<file path="config.mk">
export PLATFORM = sky130hd
export DESIGN_NAME = clk_div_gen
export DESIGN_NICKNAME = d
export VERILOG_FILES = /design/src/rtl/clk_div_gen.sv
export SDC_FILE = /design/constraint.sdc
export NUM_CORES = 1
export LEC_CHECK = 0
export BUFFER_PORTS_ARGS = -buffer_cell sky130_fd_sc_hd__buf_2
export CORE_MARGIN = 1.5
export CORE_UTILIZATION = 50
export CTS_CLUSTER_SIZE = 28
export DETAILED_ROUTE_END_ITERATION = 8
export PLACE_DENSITY_LB_ADDON = 0.25
export SLEW_MARGIN = 10
export SYNTH_ARGS = -nofsm -noshare
export SYNTH_HDL_FRONTEND = slang
export SYNTH_SLANG_ARGS = --single-unit
export TNS_END_PERCENT = 50
</file>
<file path="constraint.sdc">
create_clock -name clk -period 3.7 [get_ports clk]
set_clock_uncertainty 0.2 [all_clocks]
set_input_delay 0.37 -clock clk [delete_from_list [all_inputs] [get_ports clk]]
set_output_delay 0.37 -clock clk [all_outputs]
set_load 0.05 [all_outputs]
</file>
<file path="src/rtl/clk_div_gen.sv">
// Programmable divided-clock generator: run-time period/high-time over valid/ready,
// applied only on period boundaries, with registered rise/fall strobes.
module clk_div_gen #(
    parameter int WIDTH      = 8,
    parameter int DEF_PERIOD = 10,
    parameter int DEF_HIGH   = 5
) (
    input  logic             clk,
    input  logic             rst,
    input  logic             en,
    input  logic             cfg_valid,
    output logic             cfg_ready,
    input  logic [WIDTH-1:0] cfg_period,
    input  logic [WIDTH-1:0] cfg_high,
    output logic             div_out,
    output logic             rise,
    output logic             fall,
    output logic [WIDTH-1:0] active_period
);

    localparam logic [0:0] ST_IDLE = 1'b0;
    localparam logic [0:0] ST_RUN  = 1'b1;

    logic [0:0]       state;
    logic [WIDTH-1:0] cnt;
    logic [WIDTH-1:0] act_p, act_h;
    logic [WIDTH-1:0] pend_p, pend_h;
    logic             pend_full;

    logic             xfer;
    logic             wrap;
    logic             apply;
    logic             div_next;
    logic [WIDTH-1:0] cfg_period_cl;

    assign cfg_ready     = ~pend_full;
    assign xfer          = cfg_valid & ~pend_full;
    assign cfg_period_cl = (cfg_period < WIDTH'(2)) ? WIDTH'(2) : cfg_period;
    // >= rather than == keeps the counter safe if the period ever shrinks under it.
    assign wrap          = (state == ST_RUN) && (cnt >= act_p - WIDTH'(1));
    assign apply         = pend_full && ((state == ST_IDLE) || wrap);
    assign div_next      = (state == ST_RUN) && (cnt < act_h);
    assign active_period = act_p;

    // NOTE: every register here is updated with <= so all reads see pre-edge values.
    always_ff @(posedge clk) begin
        if (rst) begin
            state     <= ST_IDLE;
            cnt       <= '0;
            div_out   <= 1'b0;
            rise      <= 1'b0;
            fall      <= 1'b0;
            act_p     <= WIDTH'(DEF_PERIOD);
            act_h     <= WIDTH'(DEF_HIGH);
            pend_p    <= '0;
            pend_h    <= '0;
            pend_full <= 1'b0;
        end else begin
            // div_out lags the counter by one cycle; strobes are aligned with div_out.
            div_out <= div_next;
            rise    <= div_next & ~div_out;
            fall    <= ~div_next & div_out;

            case (state)
                ST_IDLE: begin
                    cnt <= '0;
                    if (en) state <= ST_RUN;
                end
                default: begin
                    if (!en) begin
                        state <= ST_IDLE;
                        cnt   <= '0;
                    end else if (wrap) begin
                        cnt <= '0;
                    end else begin
                        cnt <= cnt + WIDTH'(1);
                    end
                end
            endcase

            // A transfer needs an empty slot, so apply and xfer never coincide.
            if (apply) begin
                act_p     <= pend_p;
                act_h     <= pend_h;
                pend_full <= 1'b0;
            end else if (xfer) begin
                pend_p    <= cfg_period_cl;
                pend_h    <= cfg_high;
                pend_full <= 1'b1;
            end
        end
    end

endmodule

</file>
==> metrics.txt, run 1 <==
outcome=completed; CTS tree=done; number of DRC markers in iteration 0=46; Placed Cells=around 310; Commonest cells post-synth=45 x dfxtp_1, 32 x nand2_1, 28 x nor2_1; post-synth top area share=44.09%; Final Max Tran Viols=0; Syn. warnings=0; min-delay src=cfg_high[1]; final worst slack=roughly 0.66 ns; first-pass GRT wire length=6058 um; CTS max path bufs=2; routed wire length=roughly 3800 um; Initial Util=between 50% and 60%; Syn Area/Cell=8.845 sq um; ys async rst share=0%; Final setup violation count=0; pwr dens=between 400 and 500 nW/um^2; post-route design area=between 2000 and 2500 sq um; number of global-route vias before repair=roughly 1,300; final non-filler cell total=approximately 310; post-synthesis sequential area ratio=about 44%; dpl cell area=about 2200 sq um; area leader, netlist=dfxtp_1; Final Cycle Share=between 80 and 90%; Post-synth EDFFs=0; hold path cells=3; vias post-DR=1,571; CP max FO=20; CP Class=reg2reg; crit path buf inv count=1; Arr. time, crit path=between 3 and 4 ns; total grt overflow=0; Placeable Area=a little under 4000 sq um; Hold Vio Cnt, Final=0; Pint=approximately 0.75 mW; IO Count=32; relative max-transition margin=34.21%; Most used DFF post-synth=dfxtp_1; Required @ worst endpoint=about 3.7 ns; Min-Delay Endpoint=pend_h[1]$_SDFFE_PP0P_; DPL Wire Length=approximately 2800 um; Setup crit end kind=register; gp weighted congestion=a little over 0.7; detailed-route DRC error count=0; RSZ-0062 raised after global routing=false; Worst-Margin Slew=between 0.9 and 1 ns; dominant cell by count in the synthesized netlist=dfxtp_1; PortBufs=31; Setup crit start=active_period[2]$_SDFFE_PP0P_; synthesized netlist cell count=231; largest cells by area after synthesis=dfxtp_1 44%, ha_1 10%, mux2i_1 5.9%; startpoint types=register; htree depth=2; Crit Reg-Reg Endpoint=active_period[1]$_SDFFE_PP1P_; pre-CTS setup slack=between 0.7 and 0.8 ns; R2R depth=11; antenna viol nets, final=0; hold_ws=between 0.09 and 0.1 ns; Clock Sinks=45; Cell Chain, Critical Path=nor2_1 > nand3_1 > nor4_1 > xnor2_1 > ha_1 > and3_1 > a221o_1 > a32oi_2 > buf_4 > nor2_1 > a211o_1; Vias/cell=around 5; CP max-delay cell=a221o_1; clock network power share=a little under two fifths; num rows=23; Worst path max stage delay=0.38 ns; Reg power frac=about 52%; leak pwr=around 1.1 nW; DIE WIDTH=~67 um; Yosys reg bits=45; Gate power share=a little over a tenth; Worst-Skew Late Latency=~0.30 ns; DR pass1 iterations=4; Max-cap violations=0; synth unique cells=31; post-synthesis net count=about 270; Die Y=roughly 67 um; CTS clock-pin slew for the worst setup and hold paths=~0.090 ns; setup TNS=0 ns; class of the worst hold path=in2reg; Peak VDD IR=264.2 uV; Max Fclk=roughly 330 MHz; CP most frequent cell=nor2_1; delay-heaviest family, CP=simple AND/OR/NAND/NOR gates; Psw=approximately 0.25 mW; crit path time final=3.036 ns; r2r startpoint=active_period[2]$_SDFFE_PP0P_; CTS Root Cell=clkbuf_8; share of cells above drive strength 1=about 16%; Syn Std Cell Area=2043 sq um; FF-to-FF setup slack=roughly 0.66 ns; GRT Overall Usage=approximately 18%; postcts setup bufs=0; TritonCTS Buffers=5; drt wl/cell=around 12 um; # hold bufs at CTS=0; switch share=25.33%; diode count=0; synthesis-to-layout area growth=14.51%; CTS resizes=0; fin nets=around 300; largest net degree at the start of global routing=41; initial antenna violation count=0; DIE AREA=4479 sq um
-- metrics by stage --
step	total power, mW	utilization (%)
after floorplan	0.6094	-
after CTS	1.011	58.92
after global placement	0.6374	56.08
after detailed placement	0.6392	56.08
final	1.001	58.92
after global routing	1.044	58.92
-- routing by layer --
metal,vias to the layer above,part of all wire (%),track usage (%)
met5,-,0,0
met4,0,2.2,9.184
met3,7,3.5,5.574
met2,25,41,26.63
met1,697,53,24.63
li1,842,-,-
-- logic make-up after synthesis --
logic type | after synthesis | share of synthesized area (%)
mux | 12 | 5.879
compound gates | 34 | 10.47
simple gates | 90 | 19.60
fa+ha+maj | 17 | 10.41
xor+xnor | 12 | 5.144
buf+inv | 21 | 4.409
flops | 45 | 44.09
-- flip-flops by register name, indices dropped and copies added, names as in the netlist --
signal         cells
pend_h             8
state              1
pend_p             8
fall               1
div_out            1
pend_full          1
rise               1
active_period      8
cnt                8
act_h              8
-- area by class of cell --
cell class	count	area, sq um
well taps	50	62.56
clock inverters	3	43.79
multi-input cells	165	1052
repair buffers	32	162.7
inverters	13	48.80
clock buffers	5	68.82
fillers	359	1632
flip-flops and latches	45	900.9
-- placed cells by master (no fill, tap or decap), types with 2 or more instances in the layout --
cell,Yosys,final
a21o_1,2,2
a21oi_1,22,22
and3_1,5,5
buf_2,0,31
clkbuf_8,0,5
dfxtp_1,45,45
ha_1,17,17
inv_1,13,13
mux2i_1,12,12
nand2_1,32,32
nand2b_1,4,4
nand3_1,6,6
nand4_1,2,2
nor2_1,28,28
nor2b_1,2,2
nor3_1,7,7
nor4_1,2,2
o21ai_0,2,2
xnor2_1,6,6
xor2_1,6,6
-- worst min-delay path: stages --
cell     delay (ns)
buf_2          0.09
nand2_1        0.04
a21oi_1        0.05
-- power groups by stage --
stage | Sequential [mW] | Clock [mW] | Combinational (mW)
detailed placement | 0.528 | 0 | 0.111
CTS | 0.517 | 0.383 | 0.112
global placement | 0.528 | 0 | 0.109
floorplan | 0.540 | 0 | 0.0698
finish | 0.517 | 0.373 | 0.110
global route | 0.520 | 0.402 | 0.122
-- worst max path at each step --
stage                                     to  slack (ns)  depth (start not counted)
6_report       active_period[1]$_SDFFE_PP1P_        0.66                         11
5_1_grt        active_period[1]$_SDFFE_PP1P_        0.51                         11
4_1_cts        active_period[1]$_SDFFE_PP1P_        0.69                         11
3_5_place_dp   active_period[1]$_SDFFE_PP1P_        0.71                         11
3_3_place_gp   active_period[1]$_SDFFE_PP1P_        0.76                         11
2_1_floorplan  active_period[1]$_SDFFE_PP1P_        0.59                         12
Note: power is estimated with default switching activity, not from simulation.
==> run 2, diff against run 1 <==
==> constraint.sdc (replaced) <==
create_clock -name clk -period 2.8 [get_ports clk]
set_clock_uncertainty 0.2 [all_clocks]
set_input_delay 0.28 -clock clk [delete_from_list [all_inputs] [get_ports clk]]
set_output_delay 0.28 -clock clk [all_outputs]
set_load 0.05 [all_outputs]
==> metrics.txt, run 2 (synthesized netlist as in run 1, its figures left out) <==
final worst slack=-0.06217 ns (was 0.6640 ns); DIE WIDTH=66.93 um (unchanged); dpl cell area=2305 sq um (was 2227 sq um); diode count=0 (unchanged); CTS clock-pin slew for the worst setup and hold paths=0.09 ns (about the same); Placeable Area=3971 sq um (unchanged); number of DRC markers in iteration 0=71 (was 46); PortBufs=31 (unchanged); CTS max path bufs=2 (unchanged); Worst path max stage delay=0.36 ns (was 0.38 ns); outcome=finished, violations left (was completed); Final Cycle Share=102.2% (was 82.05%); antenna viol nets, final=0 (unchanged); TritonCTS Buffers=5 (unchanged); most common cell after layout, fill and taps aside=dfxtp_1 (unchanged); detailed-route DRC error count=0 (unchanged); commonest cells after routing, fill and taps aside=40 x dfxtp_1, 32 x buf_2, 31 x nand2_1 (was 45 x dfxtp_1, 32 x nand2_1, 31 x buf_2); fillcell total=345 (was 359); routed wire length=4231 um (was 3828 um); DPL Wire Length=2916 um (was 2781 um); final non-filler cell total=326 (was 313); largest net degree at the start of global routing=40 (was 41); Worst-Margin Slew=0.5576 ns (was 0.9848 ns); Peak VDD IR=344.2 uV (was 264.2 uV); Final Max Tran Viols=0 (unchanged); relative max-transition margin=62.74% (was 34.21%); CTS tree=done (unchanged); DIE AREA=4479 sq um (unchanged); Arr. time, crit path=2.84 ns (was 3.03 ns); initial antenna violation count=0 (unchanged); Register Area=912.1 sq um (was 900.9 sq um); number of global-route vias before repair=1,500 (was 1,304); Worst-Skew Late Latency=0.30 ns (about the same); Clock Sinks=45 (unchanged); Initial Util=51.45% (unchanged); Required @ worst endpoint=2.78 ns (was 3.70 ns); setup TNS=-0.2291 ns (was 0 ns); htree depth=2 (unchanged); pwr dens=510.3 nW/um^2 (was 427.8 nW/um^2); first-pass GRT wire length=6755 um (was 6058 um); crit path time final=2.862 ns (was 3.036 ns); Max-cap violations=0 (unchanged); leak pwr=1.159 nW (was 1.098 nW); CP Class=reg2reg (unchanged); Die Y=66.93 um (unchanged); Cell Chain, Critical Path=inv_4 > ha_4 > nand2_2 > nor3_2 > xnor2_1 > ha_1 > and3_4 > a221o_1 > a32oi_2 > buf_2 > mux2i_1 > nor2_1 (was nor2_1 > nand3_1 > nor4_1 > xnor2_1 > ha_1 > and3_1 > a221o_1 > a32oi_2 > buf_4 > nor2_1 > a211o_1); share of cells above drive strength 1=24.28% (was 15.59%); hold path cells=3 (unchanged); class of the worst hold path=in2reg (unchanged); Final setup violation count=8 (was 0); pre-CTS setup slack=0.008595 ns (was 0.7138 ns); Setup crit end kind=register (unchanged); IO Count=32 (unchanged); CP max-delay cell=a221o_1 (unchanged); vias post-DR=1,689 (was 1,571); fin nets=312 (was 299); hold_ws=0.01098 ns (was 0.09214 ns); CTS Root Cell=clkbuf_8 (unchanged); gp weighted congestion=0.7705 (was 0.7116); Placed Cells=313 (was 305); GRT Overall Usage=20.10% (was 18.41%); area of the multi-input gates=1105 sq um (was 1052 sq um); Vias/cell=5.181 (was 5.019); Max Fclk=349.4 MHz (was 329.4 MHz); failing checks=negative setup slack; synthesis-to-layout area growth=22.23% (was 14.51%); R2R depth=12 (was 11); post-route design area=2497 sq um (was 2340 sq um); RSZ-0062 raised after global routing=true (was false); Hold Vio Cnt, Final=0 (unchanged); num rows=23 (unchanged); DR pass1 iterations=4 (unchanged); total grt overflow=0 (unchanged); startpoint types=register (unchanged); drt wl/cell=12.98 um (was 12.23 um); CP max FO=6 (was 20)
==> run 2: area by class of cell <==
type | count | share of cell area [%]
Tap cell | 50 | 2.505
Clock buffer | 6 | 3.307
Inverter | 13 | 2.154
Multi-Input combinational cell | 165 | 44.24
Sequential cell | 45 | 36.52
Timing Repair Buffer | 45 | 10.72
Clock inverter | 2 | 0.5511
==> run 2: worst paths after layout <==
path / to / from / slack [ns]
setup / recovery: act_h[4]$_SDFFE_PP0P_ / active_period[0]$_SDFFE_PP0P_ / -0.06
hold / removal: pend_h[0]$_SDFFE_PP0P_ / cfg_high[0] / 0.01
setup reg to reg: act_h[4]$_SDFFE_PP0P_ / active_period[0]$_SDFFE_PP0P_ / -0.06
hold reg to reg: rise$_SDFF_PP0_ / div_out$_SDFF_PP0_ / 0.25
==> run 2: per-layer routing <==
layer	routed length [um]	global-route usage, %	up-vias
met5	0	0	-
met4	37	6.888	0
met3	155	5.068	4
met2	1945	31.13	40
met1	2092	27.08	775
li1	-	-	870
==> run 2: worst max-delay path, delay by kind of cell (launching register included) <==
| family | cells | cell delay (ns) |
|---|---|---|
| simple gates | 4 | 0.48 |
| mux | 1 | 0.20 |
| xor+xnor | 1 | 0.10 |
| flops | 1 | 0.35 |
| buf+inv | 2 | 0.31 |
| compound gates | 2 | 0.63 |
| fa+ha+maj | 2 | 0.47 |
==> run 2: power breakdown <==
part,internal [mW],switching (mW)
sequential,0.665,0.0183
clock,0.200,0.220
combinational,0.0711,0.0999
==> run 2: metrics by stage <==
step	utilization, %	power [mW]
after floorplan	-	0.8053
after global placement	58.03	0.8500
after detailed placement	58.03	0.8533
after CTS	60.71	1.267
after global routing	62.89	1.331
final	62.89	1.274
==> run 2: repair_timing <==
item / CTS / global route
hold buffers: 1 / 0
buffers inserted: 0 / 3
setup endpoints to repair: 9 / 23
pin swaps: 0 / 6
gates cloned: 0 / 1
resized for setup: 0 / 14
endpoints found under the hold margin: 1 / 0
==> run 3, diff against run 2 <==
==> constraint.sdc (replaced) <==
create_clock -name clk -period 3.5 [get_ports clk]
set_clock_uncertainty 0.2 [all_clocks]
set_input_delay 0.35 -clock clk [delete_from_list [all_inputs] [get_ports clk]]
set_output_delay 0.35 -clock clk [all_outputs]
set_load 0.05 [all_outputs]
==> metrics.txt, run 3 (synthesized netlist as in run 1, its figures left out) <==
min-delay src=cfg_high[1] (was cfg_high[0]); htree depth=2 (unchanged); antenna viol nets, final=0 (unchanged); Crit Reg-Reg Endpoint=active_period[1]$_SDFFE_PP1P_ (was act_h[4]$_SDFFE_PP0P_); GRT Overall Usage=18.61% (was 20.10%); CTS resizes=0 (unchanged); Setup crit end kind=register (unchanged); Max-cap violations=0 (unchanged); Placeable Area=3971 sq um (unchanged); RSZ-0062 raised after global routing=false (was true); Final Max Tran Viols=0 (unchanged); Final Core Density=58.92% (was 62.89%); commonest cells after routing, fill and taps aside=45 x dfxtp_1, 32 x nand2_1, 31 x buf_2 (was 40 x dfxtp_1, 32 x buf_2, 31 x nand2_1); Required @ worst endpoint=3.49 ns (was 2.78 ns); CTS max path bufs=2 (unchanged); Final setup violation count=0 (was 8); PortBufs=31 (unchanged); pre-CTS setup slack=0.5376 ns (was 0.008595 ns); Hold Vio Cnt, Final=0 (unchanged); FF-to-FF setup slack=0.53 ns (was -0.06 ns); CP Class=reg2reg (unchanged); class of the worst hold path=in2reg (unchanged); r2r startpoint=active_period[2]$_SDFFE_PP0P_ (was active_period[0]$_SDFFE_PP0P_); synthesis-to-layout area growth=14.51% (was 22.23%); DIE AREA=4479 sq um (unchanged); TritonCTS Buffers=5 (unchanged); share of cells above drive strength 1=15.59% (was 24.28%); fin nets=299 (was 312); DR pass1 iterations=4 (unchanged); number of global-route vias before repair=1,349 (was 1,500); crit path time final=2.971 ns (was 2.862 ns); Worst-Margin Slew=0.9820 ns (was 0.5576 ns); outcome=completed (was finished, violations left); pwr dens=452.2 nW/um^2 (was 510.3 nW/um^2); diode count=0 (unchanged); largest net degree at the start of global routing=41 (was 40); startpoint types=register (unchanged); Peak VDD IR=311.7 uV (was 344.2 uV); # hold bufs at CTS=0 (was 1); Max Fclk=336.6 MHz (was 349.4 MHz); IO Count=32 (unchanged); Pwr Total=1.058 mW (was 1.274 mW); postcts setup bufs=0 (unchanged); CP max FO=20 (was 6); global route hottest layer=met2 (unchanged); detailed-route DRC error count=0 (unchanged); R2R depth=11 (was 12); leak pwr=1.098 nW (was 1.159 nW); CTS clock-pin slew for the worst setup and hold paths=0.09 ns (about the same); CTS Root Cell=clkbuf_8 (unchanged); Clock Sinks=45 (unchanged); num rows=23 (unchanged); setup TNS=0 ns (was -0.2291 ns); most common cell after layout, fill and taps aside=dfxtp_1 (unchanged); Vias/cell=5.089 (was 5.181); Final Cycle Share=84.88% (was 102.2%); M2 GR Usage=27.00% (was 31.13%); Worst setup endpoint=active_period[1]$_SDFFE_PP1P_ (was act_h[4]$_SDFFE_PP0P_); total grt overflow=0 (unchanged); Setup crit start=active_period[2]$_SDFFE_PP0P_ (was active_period[0]$_SDFFE_PP0P_); vias post-DR=1,593 (was 1,689); CTS tree=done (unchanged); met3 usage in global routing=5.405% (was 5.068%); gp weighted congestion=0.7113 (was 0.7705); Die Y=66.93 um (unchanged); final worst slack=0.5291 ns (was -0.06217 ns); first-pass GRT wire length=6251 um (was 6755 um); drt wl/cell=12.31 um (was 12.98 um); Initial Util=51.45% (unchanged); DIE WIDTH=66.93 um (unchanged); relative max-transition margin=34.40% (was 62.74%); initial antenna violation count=0 (unchanged); Arr. time, crit path=2.96 ns (was 2.84 ns); number of DRC markers in iteration 0=81 (was 71); Worst-Skew Late Latency=0.30 ns (about the same); DPL Wire Length=2757 um (was 2916 um); met1 Resource Use GR=26.28% (was 27.08%); routed wire length=3853 um (was 4231 um)
-- run 3: changes by cell type in the layout (fill, tap and decap cells not counted), moves of 2 or more --
cell / before / now
buf_4: 10 / 1
buf_6: 2 / 0
dfxtp_1: 40 / 45
dfxtp_2: 3 / 0
dfxtp_4: 2 / 0
inv_1: 11 / 13
inv_4: 2 / 0
-- run 3: layout make-up --
type                    instances  area [sq um]
clock buffers                   5         68.82
clock inverters                 3         43.79
fillers                       360          1632
inverters                      13         48.80
multi-input cells             165          1052
flip-flops and latches         45         900.9
well taps                      50         62.56
repair buffers                 32         162.7
-- run 3: report_power, final --
group | internal (mW) | total (mW) | switching, mW
Combinational | 0.0440 | 0.117 | 0.0733
Sequential | 0.532 | 0.547 | 0.0146
Clock | 0.214 | 0.394 | 0.180
Total | 0.790 | 1.06 | 0.268
-- run 3: critical path: stages (launching register included) --
cell and delay [ns]:
dfxtp_1 0.36, nor2_1 0.15, nand3_1 0.11, nor4_1 0.24, xnor2_1 0.17, ha_1 0.26
and3_1 0.20, a221o_1 0.38, a32oi_2 0.15, buf_4 0.30, nor2_1 0.08, a211o_1 0.26
-- run 3: worst min path at each step --
stage                              to  cells after the start
6_report       pend_h[1]$_SDFFE_PP0P_                      3
5_1_grt        pend_h[1]$_SDFFE_PP0P_                      3
4_1_cts        pend_h[1]$_SDFFE_PP0P_                      3
3_5_place_dp          rise$_SDFF_PP0_                      1
3_3_place_gp          rise$_SDFF_PP0_                      1
2_1_floorplan  pend_h[1]$_SDFFE_PP0P_                      2
-- run 3: metrics by stage --
stage	area [sq um]	hold WS, ns	instances
floorplan	2043	0.2357	231
global placement	2227	0.2207	305
finish	2340	0.07670	313
CTS	2340	0.07244	313
global route	2340	0.06668	313
detailed placement	2227	0.2231	305
-- run 3: layer usage --
metal  vias to the layer above  part of all wire, %
met2                        26                   42
met1                       716                   53
met3                         5                  3.5
met4                         0                  1.4
met5                         -                    0
li1                        846                    -
